===== src/rtl/icx_vtiming_gen_if.sv =====
// Control/status and level-shifter strobe bundle for icx_vtiming_gen.
// The master side issues frame requests; the slave side is the timing generator.
interface icx_vtiming_gen_if #(
    parameter int CW = 12
);
    logic          start;
    logic          cont;
    logic          abort;
    logic [CW-1:0] num_lines;
    logic          busy;
    logic          frame_done;
    logic          line_valid;
    logic [CW-1:0] line_idx;
    logic [7:0]    frame_cnt;
    logic          xvt1;
    logic          xvt2;
    logic          xvt3;
    logic          xvt4;
    logic          rvt2;
    logic          rvt3;
    logic          hblank;
    logic          thsub;
    logic          cob;

    modport master (
        output start, cont, abort, num_lines,
        input  busy, frame_done, line_valid, line_idx, frame_cnt,
        input  xvt1, xvt2, xvt3, xvt4, rvt2, rvt3, hblank, thsub, cob
    );

    modport slave (
        input  start, cont, abort, num_lines,
        output busy, frame_done, line_valid, line_idx, frame_cnt,
        output xvt1, xvt2, xvt3, xvt4, rvt2, rvt3, hblank, thsub, cob
    );
endinterface


===== src/rtl/icx_vtiming_gen.sv =====
// Triggerable ICX interline CCD frame-timing generator: IDLE/INIT/FAST/GAP/NORMAL/DONE.
// Define ICX_VBIN2_EN to repeat the vertical transfer sequence at half-line for 2x binning.
module icx_vtiming_gen #(
    parameter int CW          = 12,
    parameter int INIT_PERIOD = 3340,
    parameter int FAST_PERIOD = 352,
    parameter int FAST_COUNT  = 13,
    parameter int GAP_PERIOD  = 8,
    parameter int LINE_PERIOD = 1132,
    parameter int HBLANK_END  = 356,
    parameter int CLPOB_LO    = 359,
    parameter int CLPOB_HI    = 386,
    parameter int THSUB_LO    = 240,
    parameter int THSUB_HI    = 294
) (
    input  logic             clk,
    input  logic             reset,
    icx_vtiming_gen_if.slave bus
);
    localparam logic [2:0] S_IDLE   = 3'd0;
    localparam logic [2:0] S_INIT   = 3'd1;
    localparam logic [2:0] S_FAST   = 3'd2;
    localparam logic [2:0] S_GAP    = 3'd3;
    localparam logic [2:0] S_NORMAL = 3'd4;
    localparam logic [2:0] S_DONE   = 3'd5;

    localparam logic [CW-1:0] INIT_LAST = CW'(INIT_PERIOD - 1);
    localparam logic [CW-1:0] FAST_LAST = CW'(FAST_PERIOD - 1);
    localparam logic [CW-1:0] FCNT_LAST = CW'(FAST_COUNT - 1);
    localparam logic [CW-1:0] GAP_LAST  = CW'(GAP_PERIOD - 1);
    localparam logic [CW-1:0] LINE_LAST = CW'(LINE_PERIOD - 1);
    localparam logic [CW-1:0] HB_END    = CW'(HBLANK_END);

    logic [2:0]    state;
    logic [CW-1:0] pos;
    logic [CW-1:0] fcnt;
    logic [CW-1:0] lidx;
    logic [CW-1:0] nlines;
    logic [CW-1:0] nl_in;
    logic [CW-1:0] pos_inc;

    function automatic logic in_oc(input logic [CW-1:0] p, input int lo, input int hi);
        return (p > CW'(lo)) && (p <= CW'(hi));
    endfunction

    function automatic logic in_cc(input logic [CW-1:0] p, input int lo, input int hi);
        return (p >= CW'(lo)) && (p <= CW'(hi));
    endfunction

    assign nl_in   = (bus.num_lines == '0) ? CW'(1) : bus.num_lines;
    assign pos_inc = pos + CW'(1);

    always_ff @(posedge clk or negedge reset) begin
        if (!reset) begin
            state  <= S_IDLE;
            pos    <= '0;
            fcnt   <= '0;
            lidx   <= '0;
            nlines <= CW'(1);
        end else if (bus.abort) begin
            state <= S_IDLE;
            pos   <= '0;
            fcnt  <= '0;
            lidx  <= '0;
        end else begin
            case (state)
                S_IDLE: begin
                    if (bus.start || bus.cont) begin
                        state  <= S_INIT;
                        pos    <= '0;
                        lidx   <= '0;
                        nlines <= nl_in;
                    end
                end
                S_INIT: begin
                    if (pos == INIT_LAST) begin
                        state <= S_FAST;
                        pos   <= '0;
                        fcnt  <= '0;
                    end else begin
                        pos <= pos_inc;
                    end
                end
                S_FAST: begin
                    if (pos == FAST_LAST) begin
                        pos <= '0;
                        if (fcnt == FCNT_LAST) state <= S_GAP;
                        else                   fcnt  <= fcnt + CW'(1);
                    end else begin
                        pos <= pos_inc;
                    end
                end
                S_GAP: begin
                    if (pos == GAP_LAST) begin
                        state <= S_NORMAL;
                        pos   <= '0;
                    end else begin
                        pos <= pos_inc;
                    end
                end
                S_NORMAL: begin
                    if (pos == LINE_LAST) begin
                        pos <= '0;
                        if (lidx == nlines - CW'(1)) state <= S_DONE;
                        else                         lidx  <= lidx + CW'(1);
                    end else begin
                        pos <= pos_inc;
                    end
                end
                S_DONE: begin
                    pos <= '0;
                    if (bus.cont) begin
                        state  <= S_INIT;
                        lidx   <= '0;
                        nlines <= nl_in;
                    end else begin
                        state <= S_IDLE;
                    end
                end
                default: state <= S_IDLE;
            endcase
        end
    end

    // Stage p0: decode (state, pos) into strobe levels; abort forces the idle decode.
    logic [2:0]    eff;
    logic [CW-1:0] vp;
    logic xvt1_p0, xvt2_p0, xvt3_p0, xvt4_p0, rvt2_p0, rvt3_p0;
    logic hblank_p0, thsub_p0, cob_p0, lv_p0;

`ifdef ICX_VBIN2_EN
    localparam logic [CW-1:0] HALF_LINE = CW'(LINE_PERIOD / 2);
    // All vertical windows close before the half-line, so folding pos replays them once more.
    assign vp = (pos >= HALF_LINE) ? pos - HALF_LINE : pos;
`else
    assign vp = pos;
`endif

    always_comb begin
        eff       = bus.abort ? S_IDLE : state;
        xvt1_p0   = 1'b1;
        xvt2_p0   = 1'b0;
        xvt3_p0   = 1'b0;
        xvt4_p0   = 1'b1;
        rvt2_p0   = 1'b0;
        rvt3_p0   = 1'b0;
        hblank_p0 = 1'b1;
        thsub_p0  = 1'b0;
        cob_p0    = 1'b0;
        lv_p0     = 1'b0;
        case (eff)
            S_INIT: begin
                xvt4_p0 = !in_oc(pos, 1128, 2748);
                rvt2_p0 = in_oc(pos, 2656, 2818);
                rvt3_p0 = in_oc(pos, 2678, 2840);
            end
            S_FAST: begin
                xvt1_p0 = !in_cc(pos, 89, 308);
                xvt2_p0 = in_oc(pos, 44, 176);
                xvt3_p0 = in_oc(pos, 132, 264);
                xvt4_p0 = in_oc(pos, 220, 352);
            end
            S_NORMAL: begin
                xvt1_p0   = !in_cc(vp, 92, 311);
                xvt4_p0   = !in_oc(vp, 3, 223);
                xvt2_p0   = in_oc(vp, 47, 179);
                xvt3_p0   = in_oc(vp, 135, 267);
                hblank_p0 = (pos <= HB_END);
                lv_p0     = (pos > HB_END);
                thsub_p0  = in_oc(pos, THSUB_LO, THSUB_HI);
                cob_p0    = in_oc(pos, CLPOB_LO, CLPOB_HI);
            end
            default: ;
        endcase
    end

    // Stage p1: registered outputs, one cycle behind (state, pos).
    logic xvt1_p1, xvt2_p1, xvt3_p1, xvt4_p1, rvt2_p1, rvt3_p1;
    logic hblank_p1, thsub_p1, cob_p1;
    logic busy_p1, done_p1, lv_p1;
    logic [CW-1:0] lidx_p1;
    logic [7:0]    fcnt_p1;

    always_ff @(posedge clk or negedge reset) begin
        if (!reset) begin
            xvt1_p1   <= 1'b1;
            xvt2_p1   <= 1'b0;
            xvt3_p1   <= 1'b0;
            xvt4_p1   <= 1'b1;
            rvt2_p1   <= 1'b0;
            rvt3_p1   <= 1'b0;
            hblank_p1 <= 1'b1;
            thsub_p1  <= 1'b0;
            cob_p1    <= 1'b0;
            busy_p1   <= 1'b0;
            done_p1   <= 1'b0;
            lv_p1     <= 1'b0;
            lidx_p1   <= '0;
            fcnt_p1   <= '0;
        end else begin
            xvt1_p1   <= xvt1_p0;
            xvt2_p1   <= xvt2_p0;
            xvt3_p1   <= xvt3_p0;
            xvt4_p1   <= xvt4_p0;
            rvt2_p1   <= rvt2_p0;
            rvt3_p1   <= rvt3_p0;
            hblank_p1 <= hblank_p0;
            thsub_p1  <= thsub_p0;
            cob_p1    <= cob_p0;
            busy_p1   <= (eff != S_IDLE);
            done_p1   <= (eff == S_DONE);
            lv_p1     <= lv_p0;
            lidx_p1   <= bus.abort ? '0 : lidx;
            if (eff == S_DONE) fcnt_p1 <= fcnt_p1 + 8'd1;
        end
    end

    assign bus.xvt1       = xvt1_p1;
    assign bus.xvt2       = xvt2_p1;
    assign bus.xvt3       = xvt3_p1;
    assign bus.xvt4       = xvt4_p1;
    assign bus.rvt2       = rvt2_p1;
    assign bus.rvt3       = rvt3_p1;
    assign bus.hblank     = hblank_p1;
    assign bus.thsub      = thsub_p1;
    assign bus.cob        = cob_p1;
    assign bus.busy       = busy_p1;
    assign bus.frame_done = done_p1;
    assign bus.line_valid = lv_p1;
    assign bus.line_idx   = lidx_p1;
    assign bus.frame_cnt  = fcnt_p1;
endmodule


===== src/flat_wrapper.sv =====
// flat-port wrapper written by rule: the top's interface ports become plain ports
module icx_vtiming_gen_flat 
#(
    parameter int CW          = 12,
    parameter int INIT_PERIOD = 3340,
    parameter int FAST_PERIOD = 352,
    parameter int FAST_COUNT  = 13,
    parameter int GAP_PERIOD  = 8,
    parameter int LINE_PERIOD = 1132,
    parameter int HBLANK_END  = 356,
    parameter int CLPOB_LO    = 359,
    parameter int CLPOB_HI    = 386,
    parameter int THSUB_LO    = 240,
    parameter int THSUB_HI    = 294
)
  (clk, reset, bus_start, bus_cont, bus_abort, bus_num_lines, bus_busy, bus_frame_done, bus_line_valid, bus_line_idx, bus_frame_cnt, bus_xvt1, bus_xvt2, bus_xvt3, bus_xvt4, bus_rvt2, bus_rvt3, bus_hblank, bus_thsub, bus_cob);
  icx_vtiming_gen_if #(.CW(CW)) bus_i ();
  input  logic clk;
  input  logic reset;
  input wire logic [$bits(bus_i.start)-1:0] bus_start;
  input wire logic [$bits(bus_i.cont)-1:0] bus_cont;
  input wire logic [$bits(bus_i.abort)-1:0] bus_abort;
  input wire logic [$bits(bus_i.num_lines)-1:0] bus_num_lines;
  output wire logic [$bits(bus_i.busy)-1:0] bus_busy;
  output wire logic [$bits(bus_i.frame_done)-1:0] bus_frame_done;
  output wire logic [$bits(bus_i.line_valid)-1:0] bus_line_valid;
  output wire logic [$bits(bus_i.line_idx)-1:0] bus_line_idx;
  output wire logic [$bits(bus_i.frame_cnt)-1:0] bus_frame_cnt;
  output wire logic [$bits(bus_i.xvt1)-1:0] bus_xvt1;
  output wire logic [$bits(bus_i.xvt2)-1:0] bus_xvt2;
  output wire logic [$bits(bus_i.xvt3)-1:0] bus_xvt3;
  output wire logic [$bits(bus_i.xvt4)-1:0] bus_xvt4;
  output wire logic [$bits(bus_i.rvt2)-1:0] bus_rvt2;
  output wire logic [$bits(bus_i.rvt3)-1:0] bus_rvt3;
  output wire logic [$bits(bus_i.hblank)-1:0] bus_hblank;
  output wire logic [$bits(bus_i.thsub)-1:0] bus_thsub;
  output wire logic [$bits(bus_i.cob)-1:0] bus_cob;
  assign bus_i.start = bus_start;
  assign bus_i.cont = bus_cont;
  assign bus_i.abort = bus_abort;
  assign bus_i.num_lines = bus_num_lines;
  assign bus_busy = bus_i.busy;
  assign bus_frame_done = bus_i.frame_done;
  assign bus_line_valid = bus_i.line_valid;
  assign bus_line_idx = bus_i.line_idx;
  assign bus_frame_cnt = bus_i.frame_cnt;
  assign bus_xvt1 = bus_i.xvt1;
  assign bus_xvt2 = bus_i.xvt2;
  assign bus_xvt3 = bus_i.xvt3;
  assign bus_xvt4 = bus_i.xvt4;
  assign bus_rvt2 = bus_i.rvt2;
  assign bus_rvt3 = bus_i.rvt3;
  assign bus_hblank = bus_i.hblank;
  assign bus_thsub = bus_i.thsub;
  assign bus_cob = bus_i.cob;
  icx_vtiming_gen #(.CW(CW), .INIT_PERIOD(INIT_PERIOD), .FAST_PERIOD(FAST_PERIOD), .FAST_COUNT(FAST_COUNT), .GAP_PERIOD(GAP_PERIOD), .LINE_PERIOD(LINE_PERIOD), .HBLANK_END(HBLANK_END), .CLPOB_LO(CLPOB_LO), .CLPOB_HI(CLPOB_HI), .THSUB_LO(THSUB_LO), .THSUB_HI(THSUB_HI)) u_core (.clk(clk), .reset(reset), .bus(bus_i));
endmodule

===== config.mk =====
export PLATFORM = sky130hd
export DESIGN_NAME = icx_vtiming_gen_flat
export DESIGN_NICKNAME = d
export VERILOG_FILES = /design/src/rtl/icx_vtiming_gen_if.sv /design/src/rtl/icx_vtiming_gen.sv /design/src/flat_wrapper.sv
export SDC_FILE = /design/constraint.sdc
export NUM_CORES = 1
export LEC_CHECK = 0
export CAP_MARGIN = 20
export CORE_MARGIN = 2
export CORE_UTILIZATION = 52
export DETAILED_ROUTE_END_ITERATION = 10
export GPL_ROUTABILITY_DRIVEN = 0
export PLACE_DENSITY_LB_ADDON = 0.25
export SLEW_MARGIN = 20
export SYNTH_ARGS = -nofsm -noshare
export SYNTH_HDL_FRONTEND = slang
export SYNTH_SLANG_ARGS = --single-unit

===== constraint.sdc =====
create_clock -name clk -period 2.2 [get_ports clk]
set_input_delay 0.44 -clock clk [delete_from_list [all_inputs] [get_ports clk]]
set_output_delay 0.44 -clock clk [all_outputs]
set_load 0.02 [all_outputs]

==> results of run 1 <==
## power breakdown
group          switching, mW  internal, mW  leakage [nW]
Combinational           1.21          1.10          1.71
Sequential             0.241          1.72          1.11
Clock                  0.590         0.624         0.109
## registers in the layout, indices dropped and copies added (netlist names)
register,cells
u_core.nlines,12
u_core.bus.rvt2,1
u_core.bus.hblank,1
u_core.bus.line_valid,1
u_core.state,3
u_core.fcnt,12
u_core.bus.busy,1
u_core.bus.xvt2,1
u_core.bus.xvt1,1
u_core.bus.xvt3,1
u_core.bus.frame_done,1
u_core.bus.thsub,1
u_core.bus.frame_cnt,8
u_core.lidx,12
u_core.pos,12
u_core.bus.cob,1
u_core.bus.line_idx,12
u_core.bus.xvt4,1
u_core.bus.rvt3,1
## routing by layer
layer / global-route usage / part of all wire / vias to the layer above
li1: - / - / 2378
met1: 0.318 / 0.39 / 2462
met2: 0.473 / 0.51 / 287
met3: 0.0485 / 0.064 / 69
met4: 0.131 / 0.040 / 0
met5: 0 / 0 / -
## cells in the final DEF (no fill, tap or decap), types with 5 or more instances in the layout
master and instances:
buf_4 93, or3_1 5, nand4b_1 5, o21ai_1 10, o211ai_1 6, o21ai_0 31
inv_1 16, nor2b_1 17, nand4_1 14, nor2_1 47, nor4_1 7, xnor2_1 14
and3_1 12, nand2b_1 6, o31ai_1 10, nand3_1 31, ha_1 6, clkbuf_8 12
nand2_1 58, a21oi_1 23, or4_1 5, nor3_1 10, nor4_4 5, xor2_1 11
mux2_2 11, a31oi_1 8, buf_6 8, a211oi_1 5, clkdlybuf4s50_1 47, dfrtp_1 78
## final cells by class
| class | count | share of cell area |
|---|---|---|
| repair buffers | 150 | 0.186 |
| inverters | 18 | 0.00970 |
| multi-input cells | 445 | 0.449 |
| clock buffers | 12 | 0.0237 |
| flip-flops and latches | 83 | 0.299 |
| well taps | 133 | 0.0239 |
| clock inverters | 4 | 0.00790 |
## path summary, 6_finish.rpt
kind / from / endpoint / slack [ps] / cells after the start
max in group asynchronous: reset / u_core.bus.xvt1$_DFF_PN1_ / 1530 / 2
min reg2reg: u_core.bus.frame_cnt[7]$_DFFE_PN0P_ / u_core.bus.frame_cnt[7]$_DFFE_PN0P_ / 490 / 1
min in group clk: u_core.bus.frame_cnt[7]$_DFFE_PN0P_ / u_core.bus.frame_cnt[7]$_DFFE_PN0P_ / 490 / 1
min: reset / u_core.lidx[9]$_DFFE_PN0P_ / 40 / 1
max: u_core.nlines[0]$_DFFE_PN1P_ / u_core.lidx[11]$_DFFE_PN0P_ / -200 / 9
max reg2reg: u_core.nlines[0]$_DFFE_PN1P_ / u_core.lidx[11]$_DFFE_PN0P_ / -200 / 9
## per-stage QoR
stage | hold WS [ps] | power (mW) | setup WS [ps] | util
2_1_floorplan | 144 | 3.06 | -9.49 | -
3_3_place_gp | 454 | 3.82 | -144 | 0.654
3_5_place_dp | 461 | 3.89 | -221 | 0.654
4_1_cts | 57.2 | 5.27 | -124 | 0.693
5_1_grt | 84.8 | 5.76 | -281 | 0.716
6_report | 39.9 | 5.48 | -204 | 0.716
## synthesized netlist by cell type, types with 5 or more instances
cell type   n
nand4_1    14
xnor2_1    14
and3_1     13
ha_1        9
or4_1       7
nor2b_1    18
nor2_1     48
nand3_1    33
o31ai_1    13
a31oi_1     9
mux2_2     11
nand4b_1    5
nor3_1     11
nand2_1    58
inv_1      18
a21oi_1    24
or3_1       5
o21ai_0    40
clkbuf_1   26
dfrtp_1    79
xor2_1     12
nand2b_1    6
a211oi_1    6
nor4_1      8
buf_6       5
o211ai_1    6
o311ai_0    5
## cells by family after synthesis
| logic type | after synthesis | share of synthesized area |
|---|---|---|
| AO/OA/AOI/OAI | 133 | 0.170 |
| XOR/XNOR | 26 | 0.0441 |
| adder cells (fa/ha/maj) | 9 | 0.0218 |
| multiplexers | 12 | 0.0259 |
| buffers and inverters | 57 | 0.0514 |
| AND/OR/NAND/NOR | 262 | 0.284 |
| flip-flops | 83 | 0.403 |
## what timing repair did
action	in CTS	in global routing
pin swaps	22	29
buffers inserted	4	4
gates cloned	3	0
gates resized for setup	22	45
setup endpoints to repair	20	32
==> flow_summary.rst, run 1 <==
.. list-table::
   :header-rows: 1

   * - Metric
     - Value
   * - Wire per inst
     - 17.5 µm
   * - TritonCTS Buffers
     - 9
   * - DRT iter0 DRCs
     - 480
   * - Synth Cell Area
     - 5160 µm²
   * - Sequential-to-total area share from yosys stat
     - 0.403
   * - Per-instance average area after synthesis
     - 8.87 µm²
   * - Non-filler instance count after layout
     - 845
   * - Classification of the worst-slack hold path
     - primary input to asynchronous set/reset pin
   * - Max-slew violation count
     - 0
   * - Endpoint kind of the worst setup timing path
     - flop
   * - Shortest clock period the worst path allows after layout
     - 2400 ps
   * - Max cap viols
     - 0
   * - Number of filler instances in the final layout
     - 696
   * - Violated checks
     - setup timing
   * - EDFF count, synth
     - 0
   * - Critical path peak fanout
     - 5
   * - Final Net Count
     - 733
   * - Vias in the first global route
     - 5149
   * - Biggest area consumer among synthesized cells
     - dfrtp_1
   * - Slew @ Worst Pin
     - 540 ps
   * - Largest incremental delay on the critical path
     - 580 ps
   * - IO Pins
     - 49
   * - Endpoint arrival time on the critical path
     - 2730 ps
   * - Crit path max-delay family
     - simple AND/OR/NAND/NOR gates
   * - Post-route design area
     - 6970 µm²
   * - Overall track demand over capacity in global routing
     - 0.269
   * - Remaining Overflow, GRT
     - 0
   * - First-pass GRT wire length
     - 23900 µm
   * - Root Buffer
     - clkbuf_8
   * - Leakage power of the design
     - 2.93 nW
   * - Register bit count reported by yosys
     - 83
   * - P&R area growth vs syn
     - 34.9%
   * - Later-pin clock latency in the skew report
     - 380 ps
   * - Max Clk Rate
     - 416 MHz
   * - Final TNS setup
     - -2040 ps
   * - Final setup violation count
     - 16
   * - Detailed-route DRC error count
     - 0
   * - Number of buffers on the longest clock path
     - 2
   * - Maximum vdd ir drop
     - 0.404 mV
   * - Result of the run
     - complete, but fails checks
   * - CTS H-tree lvls
     - 3
   * - Post-DP HPWL
     - 9870 µm
   * - Prevailing post-synth register cell
     - dfrtp_1
   * - Number of hold violations in the final report
     - 0
   * - Share of layout cells above drive strength 1
     - 0.271
   * - Post-route setup slack
     - -204 ps
   * - Placeable core area
     - 9730 µm²
   * - Total area of multi-input combinational cells
     - 3130 µm²
   * - Leading post-synthesis cells by cell area
     - dfrtp_1 38%, nand2_1 4.2%, o21ai_0 3.9%
   * - Series of cell instances along the critical path
     - inv_2 > ha_4 > nor3b_4 > nand2_2 > mux2i_4 > a31oi_4 > o2111a_2 > or4_1 > nand3_1
   * - Final wirelength
     - 14800 µm
   * - Critical path start-end classification
     - flop to flop
   * - Number of antenna diodes
     - 0
   * - Number of clock sinks seen by CTS
     - 83
   * - Setup repair after global routing missed its margin
     - yes
   * - Remaining antenna violation count
     - 0
   * - Maximum number of pins on one net before global-route repair
     - 43
   * - Post-DR vias/cell
     - 6.15
   * - Clock tree from TritonCTS
     - yes
   * - Width of the die
     - 104 µm
   * - Post-placement cell count
     - 819
   * - Area after DPL
     - 6360 µm²
   * - Warning count from the yosys run
     - 0
   * - Combined flip-flop and latch cell area
     - 2080 µm²
   * - Post-route fraction of the period consumed by the critical path
     - 1.09
   * - Share of async-settable or async-resettable flops after synthesis
     - 1.00
   * - Share of Yosys cell area claimed by the top area cell type
     - 0.383
   * - Hold buffer count at CTS
     - 0
   * - Setup clock skew after layout
     - 22.6 ps
   * - Number of antenna violations at the first check in global routing
     - 0
   * - Count of distinct cell types in the synthesized netlist
     - 73
   * - Syn Inst Count
     - 582
   * - Critical path required time
     - 2520 ps
   * - Port Buf Inserts
     - 48
   * - Crit path buf inv count
     - 1
   * - Clock transition at the registers of the reported paths
     - 100 ps
   * - Die outline height
     - 104 µm
   * - Row cnt
     - 36
   * - Number of iterations in the first detailed-routing pass
     - 6
   * - Startpoint types
     - flop
   * - Net count after synthesis
     - 608
   * - Die ar.
     - 10700 µm²
   * - DR vias
     - 5196
   * - Normalized max-slew margin
     - 0.640
   * - Slowest stage cell, crit path
     - dfstp_2
   * - Initial Utilization
     - 0.531
   * - Power density over the cells
     - 787 nW/µm²
(Power assumes the default switching activity.)
==> run 2, diff against run 1 <==
Settings changed: CELL_PAD_IN_SITES_DETAIL_PLACEMENT from default to 0, CELL_PAD_IN_SITES_GLOBAL_PLACEMENT from default to 1, CORE_UTILIZATION 52 to 40.
==> run 2 against run 1 <==
  * The flow still finishes with violations (setup timing)
  * Clock skew fell by 14 ps
  * Critical path depth rose by 1
  * Wire length rose by 0.16%
  * Setup slack improved by 89 ps
  * Sequential power barely moved
  * Sequential share of layout area fell by 1.2 points
  * Core utilization fell by 14 points
  * First-iteration DRC count fell by 36%
  * Worst hold slack improved by 430 ps
  * Critical endpoint is now u_core.lidx[9]$_DFFE_PN0P_
  * Highest routed layer unchanged
==> flow_summary.rst, run 2 (same netlist as run 1, synthesis figures left out) <==
.. list-table::
   :header-rows: 1

   * - Metric
     - Value
   * - Critical path start-end classification
     - flop to flop
   * - Switching part of the total power
     - 0.333
   * - Share of layout cells above drive strength 1
     - 0.301
   * - Final setup violation count
     - 17
   * - Number of antenna diodes
     - 0
   * - Maximum number of pins on one net before global-route repair
     - 51
   * - Maximum vdd ir drop
     - 0.457 mV
   * - Post-route fraction of the period consumed by the critical path
     - 1.05
   * - Final wirelength
     - 14800 µm
   * - Die ar.
     - 13800 µm²
   * - First-pass GRT wire length
     - 24300 µm
   * - Row cnt
     - 41
   * - Post-placement cell count
     - 861
   * - DR vias
     - 4991
   * - Endpoint arrival time on the critical path
     - 2600 ps
   * - Max cap viols
     - 0
   * - Setup clock skew after layout
     - 8.53 ps
   * - Result of the run
     - complete, but fails checks
   * - Max-slew violation count
     - 0
   * - Clock transition at the registers of the reported paths
     - 60 ps
   * - P&R area growth vs syn
     - 40.6%
   * - Width of the die
     - 118 µm
   * - Root Buffer
     - clkbuf_16
   * - Setup repair after global routing missed its margin
     - yes
   * - Violated checks
     - setup timing
   * - TritonCTS Buffers
     - 9
   * - Length in cells of the worst reg-to-reg path
     - 10
   * - Overall track demand over capacity in global routing
     - 0.215
   * - IO Pins
     - 49
   * - Share of total power in the clock network
     - 0.316
   * - Initial Utilization
     - 0.409
   * - Remaining antenna violation count
     - 0
   * - Pre-CTS worst setup slack
     - -204 ps
   * - Post-route design area
     - 7260 µm²
   * - Max Clk Rate
     - 432 MHz
   * - Number of clock sinks seen by CTS
     - 83
   * - Final Net Count
     - 739
   * - Worst hold path cell count
     - 1
   * - Startpoint types
     - flop
   * - Number of buffers on the longest clock path
     - 2
   * - Most common cell after layout, fill and taps aside
     - buf_4
   * - Logic pwr share
     - 0.365
   * - Placeable core area
     - 12600 µm²
   * - Detailed-route DRC error count
     - 0
   * - Non-filler instance count after layout
     - 890
   * - Remaining Overflow, GRT
     - 0
   * - Vias in the first global route
     - 4876
   * - Critical path peak fanout
     - 7
   * - Internal power contribution
     - 4.05 mW
   * - Combined flip-flop and latch cell area
     - 2090 µm²
   * - Port Buf Inserts
     - 48
   * - Wire per inst
     - 16.7 µm
   * - Most frequent cells in the layout
     - 98 x buf_4, 76 x dfrtp_1, 57 x nand2_1
   * - Later-pin clock latency in the skew report
     - 350 ps
   * - Area after DPL
     - 6420 µm²
   * - Reg power frac
     - 0.320
   * - Net switching power figure
     - 2.02 mW
   * - Critical path required time
     - 2490 ps
   * - Normalized max-slew margin
     - 0.669
   * - Classification of the worst-slack hold path
     - flop to flop
   * - Number of antenna violations at the first check in global routing
     - 0
   * - Endpoint kind of the worst setup timing path
     - flop
   * - Number of hold violations in the final report
     - 0
   * - Leakage power of the design
     - 3.10 nW
   * - Clock tree from TritonCTS
     - yes
   * - Post-DP HPWL
     - 10300 µm
   * - Power density over the cells
     - 836 nW/µm²
   * - Slew @ Worst Pin
     - 494 ps
   * - Post-route setup slack
     - -115 ps
   * - Post-DR vias/cell
     - 5.61
   * - Number of filler instances in the final layout
     - 1150
   * - CTS H-tree lvls
     - 3
   * - Utilization of the core after routing
     - 0.576
   * - Die outline height
     - 118 µm
   * - Number of iterations in the first detailed-routing pass
     - 5
   * - Shortest clock period the worst path allows after layout
     - 2310 ps
   * - DRT iter0 DRCs
     - 309
   * - Total area of multi-input combinational cells
     - 3150 µm²
[run 2: changes by cell type in the layout (fill, tap and decap cells not counted), sizes merged]
| cell | delta |
|---|---|
| buf | +7 |
| bufinv | +3 |
| clkbuf | -2 |
| dlygate4sd3 | +1 |
| inv | -1 |
| o2111a | -1 |
| o21ai | -1 |
[run 2: final cells by class]
cell class	instances	share of cell area
Multi-Input combinational cell	443	0.434
Clock inverter	6	0.0188
Tap cell	172	0.0296
Sequential cell	83	0.287
Clock buffer	10	0.0329
Inverter	18	0.00930
Timing Repair Buffer	158	0.188
[run 2: worst paths after layout]
kind / from / end / slack (ps)
max: u_core.nlines[0]$_DFFE_PN1P_ / u_core.lidx[9]$_DFFE_PN0P_ / -110
min in group asynchronous: reset / u_core.fcnt[1]$_DFFE_PN0P_ / 480
min: u_core.bus.frame_cnt[7]$_DFFE_PN0P_ / u_core.bus.frame_cnt[7]$_DFFE_PN0P_ / 470
max in group asynchronous: reset / u_core.bus.hblank$_DFF_PN1_ / 1130
min reg2reg: u_core.bus.frame_cnt[7]$_DFFE_PN0P_ / u_core.bus.frame_cnt[7]$_DFFE_PN0P_ / 470
max reg2reg: u_core.nlines[0]$_DFFE_PN1P_ / u_core.lidx[9]$_DFFE_PN0P_ / -110
[run 2: critical path, stage by stage, from the launching register on]
cell	delay, ps
dfstp_2	560
inv_2	50
ha_4	150
nor3b_4	160
nand2_2	90
mux2i_1	220
a31oi_2	140
o2111a_2	330
buf_6	150
or3_1	330
nand3_1	70
[run 2: per-layer routing]
| layer | global-route usage | up-vias | wire [µm] |
|---|---|---|---|
| met5 | 0 | - | 0 |
| met4 | 0.0873 | 0 | 334 |
| met3 | 0.0383 | 27 | 744 |
| met2 | 0.344 | 153 | 6980 |
| met1 | 0.290 | 2424 | 6770 |
| li1 | - | 2387 | - |
[run 2: what timing repair did]
action	in CTS	in global routing
endpoints found under the setup margin	29	37
resized for setup	29	64
hold endpoints to repair	12	0
gates cloned	1	0
buffers inserted	1	10
pin swaps	23	39
hold buffers	1	0
[run 2: per-stage QoR]
stage               TNS, ps  power, mW  hold WS [ps]
floorplan             -28.5       3.06           144
global placement      -2140       3.80           310
detailed placement    -3120       3.85           314
CTS                    -699       5.93           475
global route          -3090       6.39           483
finish                 -927       6.08           467
[run 2: power by group through the flow]
stage,clock network [mW],logic [mW],registers [mW]
6_report,1.92,2.22,1.94
5_1_grt,2.01,2.41,1.97
4_1_cts,1.96,2.05,1.93
3_5_place_dp,0,1.90,1.95
3_3_place_gp,0,1.86,1.94
2_1_floorplan,0,1.10,1.97
